--- src/rtl/pc_fetch_sequencer_if.sv ---
// Fetch-side bus of the PC sequencer: the instruction-memory request/ack pair
// plus the tagged instruction delivery stream.
interface pc_fetch_sequencer_if #(
    parameter int PC_WIDTH    = 7,
    parameter int INSTR_WIDTH = 16
);
    // fetch_req/fetch_addr are held stable until imem_ack is seen while fetch_req=1;
    // instr_valid is a one-cycle pulse qualifying instr_out/pc_out, with no backpressure.
    logic                   fetch_req;
    logic [PC_WIDTH-1:0]    fetch_addr;
    logic                   imem_ack;
    logic [INSTR_WIDTH-1:0] imem_data;
    logic                   instr_valid;
    logic [INSTR_WIDTH-1:0] instr_out;
    logic [PC_WIDTH-1:0]    pc_out;

    modport master (
        output fetch_req, fetch_addr, instr_valid, instr_out, pc_out,
        input  imem_ack, imem_data
    );

    modport slave (
        input  fetch_req, fetch_addr, instr_valid, instr_out, pc_out,
        output imem_ack, imem_data
    );
endinterface

--- src/rtl/pc_fetch_sequencer.sv ---
// Program-counter sequencer: owns the PC, issues fetches over req/ack and
// delivers returned instructions tagged with their PC; redirects squash in-flight fetches.
module pc_fetch_sequencer #(
    parameter int                PC_WIDTH    = 7,
    parameter int                INSTR_WIDTH = 16,
    parameter logic [PC_WIDTH-1:0] RESET_PC  = '0
) (
    input  logic                clk,
    input  logic                rst,
    input  logic                stall,
    input  logic                halt,
    input  logic                branch_taken,
    input  logic [PC_WIDTH-1:0] branch_target,
    input  logic                jump,
    input  logic [PC_WIDTH-1:0] jump_target,
    pc_fetch_sequencer_if.master bus,
    output logic                halted,
    output logic [1:0]          fsm_state
);
    localparam logic [1:0] ST_IDLE   = 2'd0;
    localparam logic [1:0] ST_REQ    = 2'd1;
    localparam logic [1:0] ST_HALTED = 2'd2;

    logic [1:0]             state;
    logic [PC_WIDTH-1:0]    pc;
    logic [PC_WIDTH-1:0]    pend_tgt;
    logic                   squash;
    logic                   valid_q;
    logic [INSTR_WIDTH-1:0] instr_q;
    logic [PC_WIDTH-1:0]    pc_out_q;

    logic                   redir;
    logic [PC_WIDTH-1:0]    redir_tgt;
    logic                   ack;

    assign redir     = jump | branch_taken;
    assign redir_tgt = jump ? jump_target : branch_target;
    assign ack       = (state == ST_REQ) & bus.imem_ack;

    assign bus.fetch_req   = (state == ST_REQ);
    assign bus.fetch_addr  = pc;
    assign bus.instr_valid = valid_q;
    assign bus.instr_out   = instr_q;
    assign bus.pc_out      = pc_out_q;
    assign halted          = (state == ST_HALTED);
    assign fsm_state       = state;

    always_ff @(posedge clk or posedge rst) begin
        if (rst) begin
            state    <= ST_IDLE;
            pc       <= RESET_PC;
            pend_tgt <= '0;
            squash   <= 1'b0;
            valid_q  <= 1'b0;
            instr_q  <= '0;
            pc_out_q <= RESET_PC;
        end else begin
            valid_q <= 1'b0;
            case (state)
                ST_IDLE: begin
                    if (redir) pc <= redir_tgt;
                    if (halt)        state <= ST_HALTED;
                    else if (!stall) state <= ST_REQ;
                end
                ST_REQ: begin
                    if (ack) begin
                        squash <= 1'b0;
                        // A redirect in the ack cycle is newer than any captured target.
                        if (redir) begin
                            pc <= redir_tgt;
                        end else if (squash) begin
                            pc <= pend_tgt;
                        end else begin
                            pc       <= pc + PC_WIDTH'(1);
                            valid_q  <= 1'b1;
                            instr_q  <= bus.imem_data;
                            pc_out_q <= pc;
                        end
                        if (halt)       state <= ST_HALTED;
                        else if (stall) state <= ST_IDLE;
                        else            state <= ST_REQ;
                    end else if (redir) begin
                        // Address must stay stable until ack, so park the target.
                        squash   <= 1'b1;
                        pend_tgt <= redir_tgt;
                    end
                end
                ST_HALTED: begin
                    state <= ST_HALTED;
                end
                default: state <= ST_IDLE;
            endcase
        end
    end
endmodule

--- src/flat_wrapper.sv ---
// flat-port wrapper written by rule: the top's interface ports become plain ports
module pc_fetch_sequencer_flat 
#(
    parameter int                PC_WIDTH    = 7,
    parameter int                INSTR_WIDTH = 16,
    parameter logic [PC_WIDTH-1:0] RESET_PC  = '0
)
  (clk, rst, stall, halt, branch_taken, branch_target, jump, jump_target, halted, fsm_state, bus_fetch_req, bus_fetch_addr, bus_instr_valid, bus_instr_out, bus_pc_out, bus_imem_ack, bus_imem_data);
  pc_fetch_sequencer_if #(.PC_WIDTH(PC_WIDTH), .INSTR_WIDTH(INSTR_WIDTH)) bus_i ();
  input  logic clk;
  input  logic rst;
  input  logic stall;
  input  logic halt;
  input  logic branch_taken;
  input  logic [PC_WIDTH-1:0] branch_target;
  input  logic jump;
  input  logic [PC_WIDTH-1:0] jump_target;
  output logic halted;
  output logic [1:0] fsm_state;
  output wire logic [$bits(bus_i.fetch_req)-1:0] bus_fetch_req;
  output wire logic [$bits(bus_i.fetch_addr)-1:0] bus_fetch_addr;
  output wire logic [$bits(bus_i.instr_valid)-1:0] bus_instr_valid;
  output wire logic [$bits(bus_i.instr_out)-1:0] bus_instr_out;
  output wire logic [$bits(bus_i.pc_out)-1:0] bus_pc_out;
  input wire logic [$bits(bus_i.imem_ack)-1:0] bus_imem_ack;
  input wire logic [$bits(bus_i.imem_data)-1:0] bus_imem_data;
  assign bus_fetch_req = bus_i.fetch_req;
  assign bus_fetch_addr = bus_i.fetch_addr;
  assign bus_instr_valid = bus_i.instr_valid;
  assign bus_instr_out = bus_i.instr_out;
  assign bus_pc_out = bus_i.pc_out;
  assign bus_i.imem_ack = bus_imem_ack;
  assign bus_i.imem_data = bus_imem_data;
  pc_fetch_sequencer #(.PC_WIDTH(PC_WIDTH), .INSTR_WIDTH(INSTR_WIDTH), .RESET_PC(RESET_PC)) u_core (.clk(clk), .rst(rst), .stall(stall), .halt(halt), .branch_taken(branch_taken), .branch_target(branch_target), .jump(jump), .jump_target(jump_target), .bus(bus_i), .halted(halted), .fsm_state(fsm_state));
endmodule
--- config.mk ---
export PLATFORM = sky130hd
export DESIGN_NAME = pc_fetch_sequencer_flat
export DESIGN_NICKNAME = d
export VERILOG_FILES = /design/src/rtl/pc_fetch_sequencer_if.sv /design/src/rtl/pc_fetch_sequencer.sv /design/src/flat_wrapper.sv
export SDC_FILE = /design/constraint.sdc
export NUM_CORES = 1
export LEC_CHECK = 0
export BUFFER_PORTS_ARGS = -buffer_cell sky130_fd_sc_hd__buf_2
export CAP_MARGIN = 20
export CELL_PAD_IN_SITES_DETAIL_PLACEMENT = 2
export CELL_PAD_IN_SITES_GLOBAL_PLACEMENT = 2
export CORE_MARGIN = 8
export CORE_UTILIZATION = 31
export DETAILED_ROUTE_END_ITERATION = 10
export PLACE_DENSITY = 0.9
export SLEW_MARGIN = 0
export SYNTH_ARGS = -nofsm -noshare
export SYNTH_HDL_FRONTEND = slang
export SYNTH_SLANG_ARGS = --single-unit
--- constraint.sdc ---
create_clock -name clk -period 2 [get_ports clk]
set_input_delay 0.2 -clock clk [delete_from_list [all_inputs] [get_ports clk]]
set_output_delay 0.2 -clock clk [all_outputs]
set_load 0.01 [all_outputs]
==> summary.txt, run 1 <==
Timing
  • Hold Fails Final Rpt: 0
  • Maximum clock frequency: roughly 560 MHz
  • Ratio of final minimum period to clock period: 0.887
  • Worst-Margin Slew: 0.350 ns
  • Tmin final: 1.77 ns
  • Setup TNS: 0 ns
  • Final worst setup slack: between 0.2 and 0.25 ns
  • Worst slew margin: 0.765
  • Clock skew: a little over 0.009 ns
  • RSZ-0062 raised after global routing: no
  • Final setup viols: 0
  • Worst hold slack: between 0.1 and 0.15 ns
  • Final Max Tran Viols: 0

Final layout
  • Nets: 279
  • Layout cell share with drive strength beyond 1: 0.488
  • Antenna cell count: 0
  • Core Util, Final: 0.407
  • Fill cell count: 681
  • Final non-filler cell area: 0.00256 sq mm
  • Area delta synth->final: 27.9%

Drt
  • Vias: between 1.5k and 2k
  • Post-route ant nets: 0
  • Aggregate routed wire length: 5720 um
  • Pre-antenna DRT Iters: 4
  • WL per Instance: 17.9 um
  • Highest routed metal layer: met4
  • M1 wire length: 2480 um
  • WL met3: 428 um
  • DRC viols: 0
  • DRT iter0 DRCs: 40
  • Via density: 4.91
  • Routed wl met2: around 2800 um

Die
  • Die extent in x: 96.3 um
  • Starting density of the core: 0.319
  • # rows: 29
  • Die height: between 90 and 100 um
  • Ports: 72
  • Core area: 0.00628 sq mm
  • Die area: 0.00928 sq mm

Synthesis
  • Post-Syn Instances: about 160
  • Mapped Nets: around 200
  • Async SR Flop Fraction: 1.00
  • Synth Register Bits: 41
  • Yosys cell types: between 40 and 50
  • Synthesized area per cell: 12.3 sq um
  • Post-synthesis sequential area ratio: 0.513
  • EDFF count, synth: 0
  • Top_reg_cell synth: dfrtp_1
  • Ys Warns: 0
  • Synthesized area: 0.00200 sq mm

Global routing
  • Largest net degree at the start of global routing: 25
  • First-pass GRT wire length: 9110 um
  • Gr ovfl total: 0
  • Antenna violations before repair: 0
  • GRT Util Overall: 0.128
  • Vias in the first global route: 1787

Worst setup path
  • CP Launch Type: flop
  • CP required: 2.17 ns
  • Worst Path Buf+Inv: 0
  • Critical path peak fanout: 9
  • Crit path DAT: 1.95 ns
  • Cell Chain, Critical Path: or4b_1, a21oi_1, o31ai_1, a32o_1
  • Delay-heaviest family, CP: simple AND/OR/NAND/NOR gates
  • Critical path type: flop to flop
  • Setup crit end kind: flop
  • CP peak stage delay: ~0.59 ns
  • Worst path slowest cell: or4b_1

Placement
  • Pre-CTS setup slack: 0.275 ns
  • Placer Congestion: approximately 0.8
  • Post-Place Cell Area: about 0.0025 sq mm
  • IO buf count: 71
  • Dpl hpwl: 4490 um

CTS
  • Clk root buf: clkbuf_8
  • CTS Hold Bufs: 1
  • H-tree depth: 2
  • Post-CTS Setup Bufs: 0
  • Clk Latency, worst-skew pair: about 0.29 ns
  • Clk buf depth: 2
  • Worst-path clk slew: roughly 0.08 ns
  • # resized after CTS: 0
  • CTS tree: done
  • CTS sink cnt: 41
  • Total clock buffers created by CTS: 5

Run status
  • Outcome: completed

Power and ir drop
  • Max IR drop VDD: approximately 0.00028 V
  • Static leakage: 1.39 nW
  • PwrDens: 757 mW/mm^2

Worst hold path
  • Hold Path Class: input port to flop

Run
  • Maxcap violations: 0
[layer usage]
layer	vias to the layer above	GRT usage
met5	-	0
met4	0	0.0366
met3	7	0.0398
met2	56	0.208
met1	768	0.161
li1	735	-
[cell families (layout without fill, tap and decap cells)]
kind of cell,Yosys count,in the layout,synth area share
XOR/XNOR,3,3,0.0131
adder cells (fa/ha/maj),1,1,0.00626
flip-flops,41,41,0.513
AO/OA/AOI/OAI,30,30,0.0945
AND/OR/NAND/NOR,44,44,0.128
buffers and inverters,12,91,0.0338
multiplexers,32,32,0.211
[cells in the final DEF (no fill, tap or decap), drive strengths merged, types with 2 or more instances in the layout]
cell type  netlist  routed
a211oi           4       4
a21oi           12      12
a311oi           2       2
a31o             2       2
and3             2       2
buf              7      78
clkbuf           1       6
clkinv           1       3
dfrtp           41      41
inv              3       3
mux2            24      24
mux2i            8       8
nand2            5       5
nand2b           2       2
nand3            3       3
nor2            17      17
nor2b            2       2
nor3             3       3
nor4             2       2
o21ai            5       5
xnor2            2       2
[metrics by stage]
stage                     total power, W  cells
after floorplan                  0.00123    163
final                            0.00193    319
after global routing             0.00206    319
after global placement           0.00141    310
after detailed placement         0.00143    310
after CTS                        0.00197    319
[report_power, final]
group | internal, W | switching (W)
clock network | 0.000242 | 0.000284
logic | 0.000181 | 0.000198
registers | 0.000906 | 0.000124
[cell usage after synthesis (2+ instances only)]
master | count | area [sq um]
a211oi_1 | 4 | 30.0
a21oi_1 | 12 | 60.1
a311oi_1 | 2 | 17.5
and3_1 | 2 | 12.5
buf_2 | 5 | 25.0
buf_6 | 2 | 22.5
dfrtp_1 | 41 | 1030
inv_1 | 2 | 7.51
mux2_2 | 5 | 56.3
mux2_4 | 19 | 285
mux2i_1 | 8 | 80.1
nand2_1 | 5 | 18.8
nand2b_1 | 2 | 12.5
nand3_1 | 3 | 15.0
nor2_1 | 16 | 60.1
nor2b_1 | 2 | 12.5
nor3_1 | 2 | 10.0
nor4_1 | 2 | 12.5
o21ai_0 | 5 | 25.0
xnor2_1 | 2 | 17.5
[flip-flops by register name, indices dropped and copies added, names as in the netlist]
register and count:
u_core.fsm_state 2, u_core.squash 1, u_core.bus.instr_out 16, u_core.bus.fetch_addr 7, u_core.bus.instr_valid 1, u_core.bus.pc_out 7
u_core.pend_tgt 7
[cell type report]
cell class                      count  area, sq um  share of cell area
Sequential cell                    41         1030               0.401
Multi-Input combinational cell    110          906               0.354
Clock inverter                      2         10.0             0.00391
Clock buffer                        6         72.6              0.0284
Tap cell                           77         96.3              0.0377
Inverter                            4         16.3             0.00636
Timing Repair Buffer               79          430               0.168
[worst reg2reg max path, delay by kind of cell (launching register included)]
kind / cells / cell delay [ns]
simple gates: 1 / 0.59
compound gates: 3 / 0.56
flops: 1 / 0.51
[final timing paths]
check	start	end	slack [ns]	depth (start not counted)
max in group asynchronous	rst	u_core.pend_tgt[1]$_DFFE_PP0P_	1.07	4
worst max-delay path	u_core.fsm_state[0]$_DFFE_PP0P_	u_core.bus.fetch_addr[5]$_DFFE_PP0P_	0.23	4
min in group asynchronous	rst	u_core.bus.instr_out[8]$_DFFE_PP0P_	0.42	3
worst max register to register	u_core.fsm_state[0]$_DFFE_PP0P_	u_core.bus.fetch_addr[5]$_DFFE_PP0P_	0.23	4
worst min register to register	u_core.bus.instr_out[9]$_DFFE_PP0P_	u_core.bus.instr_out[9]$_DFFE_PP0P_	0.50	1
worst min-delay path	bus_imem_data[11]	u_core.bus.instr_out[11]$_DFFE_PP0P_	0.14	2
Note: power is estimated with default switching activity, not from simulation.
==> inputs of run 2 (changes only) <==
Settings changed: ABC_AREA set to 1, CORE_UTILIZATION 31 to 27, CTS_CLUSTER_SIZE set to 25, PLACE_DENSITY 0.9 to 0.89.
==> run 2 against run 1 <==
Against the previous run:
- non-clock buffer count is 5 lower
- clock-buffer cell count is 1 higher
- utilization down 5.4 points
- routed wire length increased by 5.7%
- largest cell class unchanged
- largest power group unchanged
- first-iteration DRC count down 30%
- sequential power is 7% higher
- hold slack got worse by 0.041 ns
- area after synthesis rose by 0.94%
- register-to-register slack improved by 0.21 ns
- flip-flop and latch count stayed put
==> summary.txt, run 2 <==
Synthesis
  • Synthesized area: 0.00202 sq mm (+0.94%)
  • Yosys cell types: 24 (-43%)
  • EDFF count, synth: 0 (unchanged)
  • Top cell type's share of synthesized area: 0.508 (-0.00477)
  • Most area-hungry cell type in the Yosys netlist: dfrtp_1
  • Synth top area cells: dfrtp_1 (51%), nand2_1 (12%), inv_1 (6.9%)
  • Ys Warns: 0 (unchanged)
  • Most frequent cell after synthesis: nand2_1
  • Most frequent cells after synthesis: nand2_1 (63), dfrtp_1 (41), inv_1 (37), nor2_1 (18), nand3_1 (16)
  • Post-Syn Instances: 244 (+50%)
  • Post-synthesis sequential area ratio: 0.508 (-0.00477)
  • Mapped Nets: 282 (+40%)
  • Synth Register Bits: 41 (unchanged)
  • Synthesized area per cell: 8.27 sq um (-33%)
  • Async SR Flop Fraction: 1.00 (unchanged)
  • Top_reg_cell synth: dfrtp_1

Die
  • Ports: 72 (unchanged)
  • Die area: 0.0105 sq mm (+13%)
  • Die extent in x: 102 um (+6.4%)
  • Core area: 0.00725 sq mm (+16%)
  • Die height: 102 um (+6.4%)
  • # rows: 31 (+6.9%)
  • Starting density of the core: 0.278 (-0.0403)

Run
  • Maxcap violations: 0 (unchanged)

Power and ir drop
  • Clock Power Share: 0.303 (+0.031)
  • Max IR drop VDD: 0.000266 V (-5.4%)
  • PwrDens: 890 mW/mm^2 (+18%)
  • Static leakage: 1.33 nW (-4.4%)
  • Switching share of power: 0.316 (+0.00274)
  • Switching power: 0.000720 W (+19%)
  • Sequential power share: 0.484 (-0.048)
  • Comb pwr share: 0.213 (+0.017)
  • Total Power: 0.00228 W (+18%)
  • Pint: 0.00156 W (+17%)

Worst setup path
  • Reg2Reg Capture Point: u_core.bus.pc_out[2]$_DFFE_PP0P_
  • Cell Chain, Critical Path: inv_2, nand2_2, inv_2, nand2_2, nor3_4, buf_12, nor2_1, a21oi_1
  • Critical path type: flop to flop
  • Reg2reg setup slack: 0.44 ns (+0.21 ns)
  • Critical path peak fanout: 47 (+38)
  • R2R depth: 8 (+4)
  • CP required: 2.22 ns (+0.05 ns)
  • Worst Path Buf+Inv: 3 (+3)
  • Crit path DAT: 1.78 ns (-0.17 ns)
  • CP Launch Type: flop
  • Worst R2R Start: u_core.fsm_state[1]$_DFFE_PP0P_
  • CP peak stage delay: 0.40 ns (-0.19 ns)
  • Worst path slowest cell: dfrtp_1
  • Delay-heaviest family, CP: simple AND/OR/NAND/NOR gates
  • Setup crit end kind: flop

Final layout
  • Core Util, Final: 0.353 (-0.0545)
  • Nets: 353 (+27%)
  • Max reg flops: 16 (unchanged)
  • Area delta synth->final: 26.8%
  • Non-filler instance count after layout: 415 (+30%)
  • Antenna cell count: 0 (unchanged)
  • Most frequent cells in the layout: buf_2 (71), nand2_1 (63), dfrtp_1 (41)
  • Most common cell after layout, fill and taps aside: buf_2
  • Layout cell share with drive strength beyond 1: 0.304 (-0.184)

Drt
  • Via density: 4.42 (-9.9%)
  • Post-route ant nets: 0 (unchanged)
  • DRT iter0 DRCs: 28 (-30%)
  • DRC viols: 0 (unchanged)
  • Vias: 1836 (+17%)
  • Routed wl met2: 2940 um (+6.4%)
  • WL per Instance: 14.6 um (-19%)
  • Highest routed metal layer: met4
  • Pre-antenna DRT Iters: 3 (-1)
  • WL met3: 306 um (-29%)
  • M1 wire length: 2730 um (+10%)
  • Aggregate routed wire length: 6050 um (+5.7%)

Timing
  • Worst-Margin Slew: 0.426 ns (+0.0761 ns)
  • Ratio of final minimum period to clock period: 0.780 (-0.107)
  • Final Max Tran Viols: 0 (unchanged)
  • Hold Fails Final Rpt: 0 (unchanged)
  • Tmin final: 1.56 ns (-0.214 ns)
  • RSZ-0062 raised after global routing: no
  • Maximum clock frequency: 641 MHz (+14%)
  • Final setup viols: 0 (unchanged)
  • Clock skew: 0.00580 ns (-0.00333 ns)
  • Final worst setup slack: 0.440 ns (+0.214 ns)
  • Worst slew margin: 0.716 (-0.0486)
  • Setup TNS: 0 ns (unchanged)

CTS
  • # resized after CTS: 0 (unchanged)
  • Worst-path clk slew: 0.07 ns (about the same)
  • Clk Latency, worst-skew pair: 0.29 ns (about the same)
  • Total clock buffers created by CTS: 5 (unchanged)
  • H-tree depth: 2 (unchanged)
  • CTS sink cnt: 41 (unchanged)
  • Clk root buf: clkbuf_8
  • Clk buf depth: 2 (unchanged)
  • Post-CTS Setup Bufs: 0 (unchanged)
  • CTS tree: done
  • CTS Hold Bufs: 1 (unchanged)

Global routing
  • Largest net degree at the start of global routing: 48 (+92%)
  • Vias in the first global route: 2069 (+16%)
  • GRT Util Overall: 0.123 (-0.00526)
  • First-pass GRT wire length: 10100 um (+11%)
  • Gr ovfl total: 0 (unchanged)
  • Antenna violations before repair: 0 (unchanged)

Placement
  • IO buf count: 71 (unchanged)
  • Pre-CTS setup slack: 0.444 ns (+0.169 ns)
  • Dpl hpwl: 4690 um (+4.5%)
  • Inst Count DP: 406 (+31%)
  • Placer Congestion: 0.787 (-1.5%)

Worst hold path
  • Min-Delay Path Depth: 2 (unchanged)
  • Worst Hold Path EP: u_core.fsm_state[0]$_DFFE_PP0P_
  • Hold Path Class: input port to flop
  • Worst hold start: stall

Run status
  • Outcome: completed
[run 2: cell families (layout without fill, tap and decap cells)]
kind of cell / count (synthesis) / after routing / synth area share
compound gates: 47 / 47 / 0.137
xor+xnor: 2 / 2 / 0.00868
fa+ha+maj: 1 / 1 / 0.00620
buf+inv: 49 / 121 / 0.118
flops: 41 / 41 / 0.508
simple gates: 104 / 104 / 0.222
[run 2: metrics by stage]
step                      hold slack, ns  instance area (sq um)
final                             0.0950                   2560
after global routing              0.0957                   2560
after CTS                         0.0847                   2560
after detailed placement           0.153                   2430
after global placement             0.148                   2430
after floorplan                    0.300                   2020
[run 2: worst reg2reg max path, delay by kind of cell (launching register included)]
family	cells	cell delay, ns
simple gates	4	0.52
buf+inv	3	0.43
flops	1	0.40
compound gates	1	0.12
[run 2: worst max-delay path by stage]
| stage | startpoint | depth (start not counted) | to |
|---|---|---|---|
| after detailed placement | u_core.fsm_state[1]$_DFFE_PP0P_ | 8 | u_core.bus.pc_out[0]$_DFFE_PP0P_ |
| final | u_core.fsm_state[1]$_DFFE_PP0P_ | 8 | u_core.bus.pc_out[2]$_DFFE_PP0P_ |
| after global routing | u_core.fsm_state[1]$_DFFE_PP0P_ | 8 | u_core.bus.pc_out[2]$_DFFE_PP0P_ |
| after floorplan | u_core.fsm_state[1]$_DFFE_PP0P_ | 8 | u_core.bus.pc_out[2]$_DFFE_PP0P_ |
| after global placement | u_core.fsm_state[1]$_DFFE_PP0P_ | 8 | u_core.bus.pc_out[0]$_DFFE_PP0P_ |
| after CTS | u_core.fsm_state[1]$_DFFE_PP0P_ | 8 | u_core.bus.pc_out[2]$_DFFE_PP0P_ |
[run 2: metal layers]
metal  vias to the layer above  track usage
li1                        902            -
met1                       876        0.146
met2                        54        0.209
met3                         4       0.0293
met4                         0       0.0474
met5                         -            0
[run 2: layout make-up]
| cell class | instances | area [sq um] |
|---|---|---|
| flip-flops and latches | 41 | 1030 |
| multi-input cells | 154 | 754 |
| inverters | 39 | 146 |
| repair buffers | 74 | 393 |
| fillers | 888 | 4690 |
| well taps | 99 | 124 |
| clock inverters | 1 | 30.0 |
| clock buffers | 7 | 86.3 |
[run 2: power groups by stage]
stage / clock, W / sequential [W] / combinational (W)
2_1_floorplan: 0 / 0.00110 / 0.000266
3_3_place_gp: 0 / 0.00111 / 0.000474
3_5_place_dp: 0 / 0.00112 / 0.000495
4_1_cts: 0.000725 / 0.00111 / 0.000501
5_1_grt: 0.000748 / 0.00113 / 0.000550
6_report: 0.000690 / 0.00110 / 0.000485
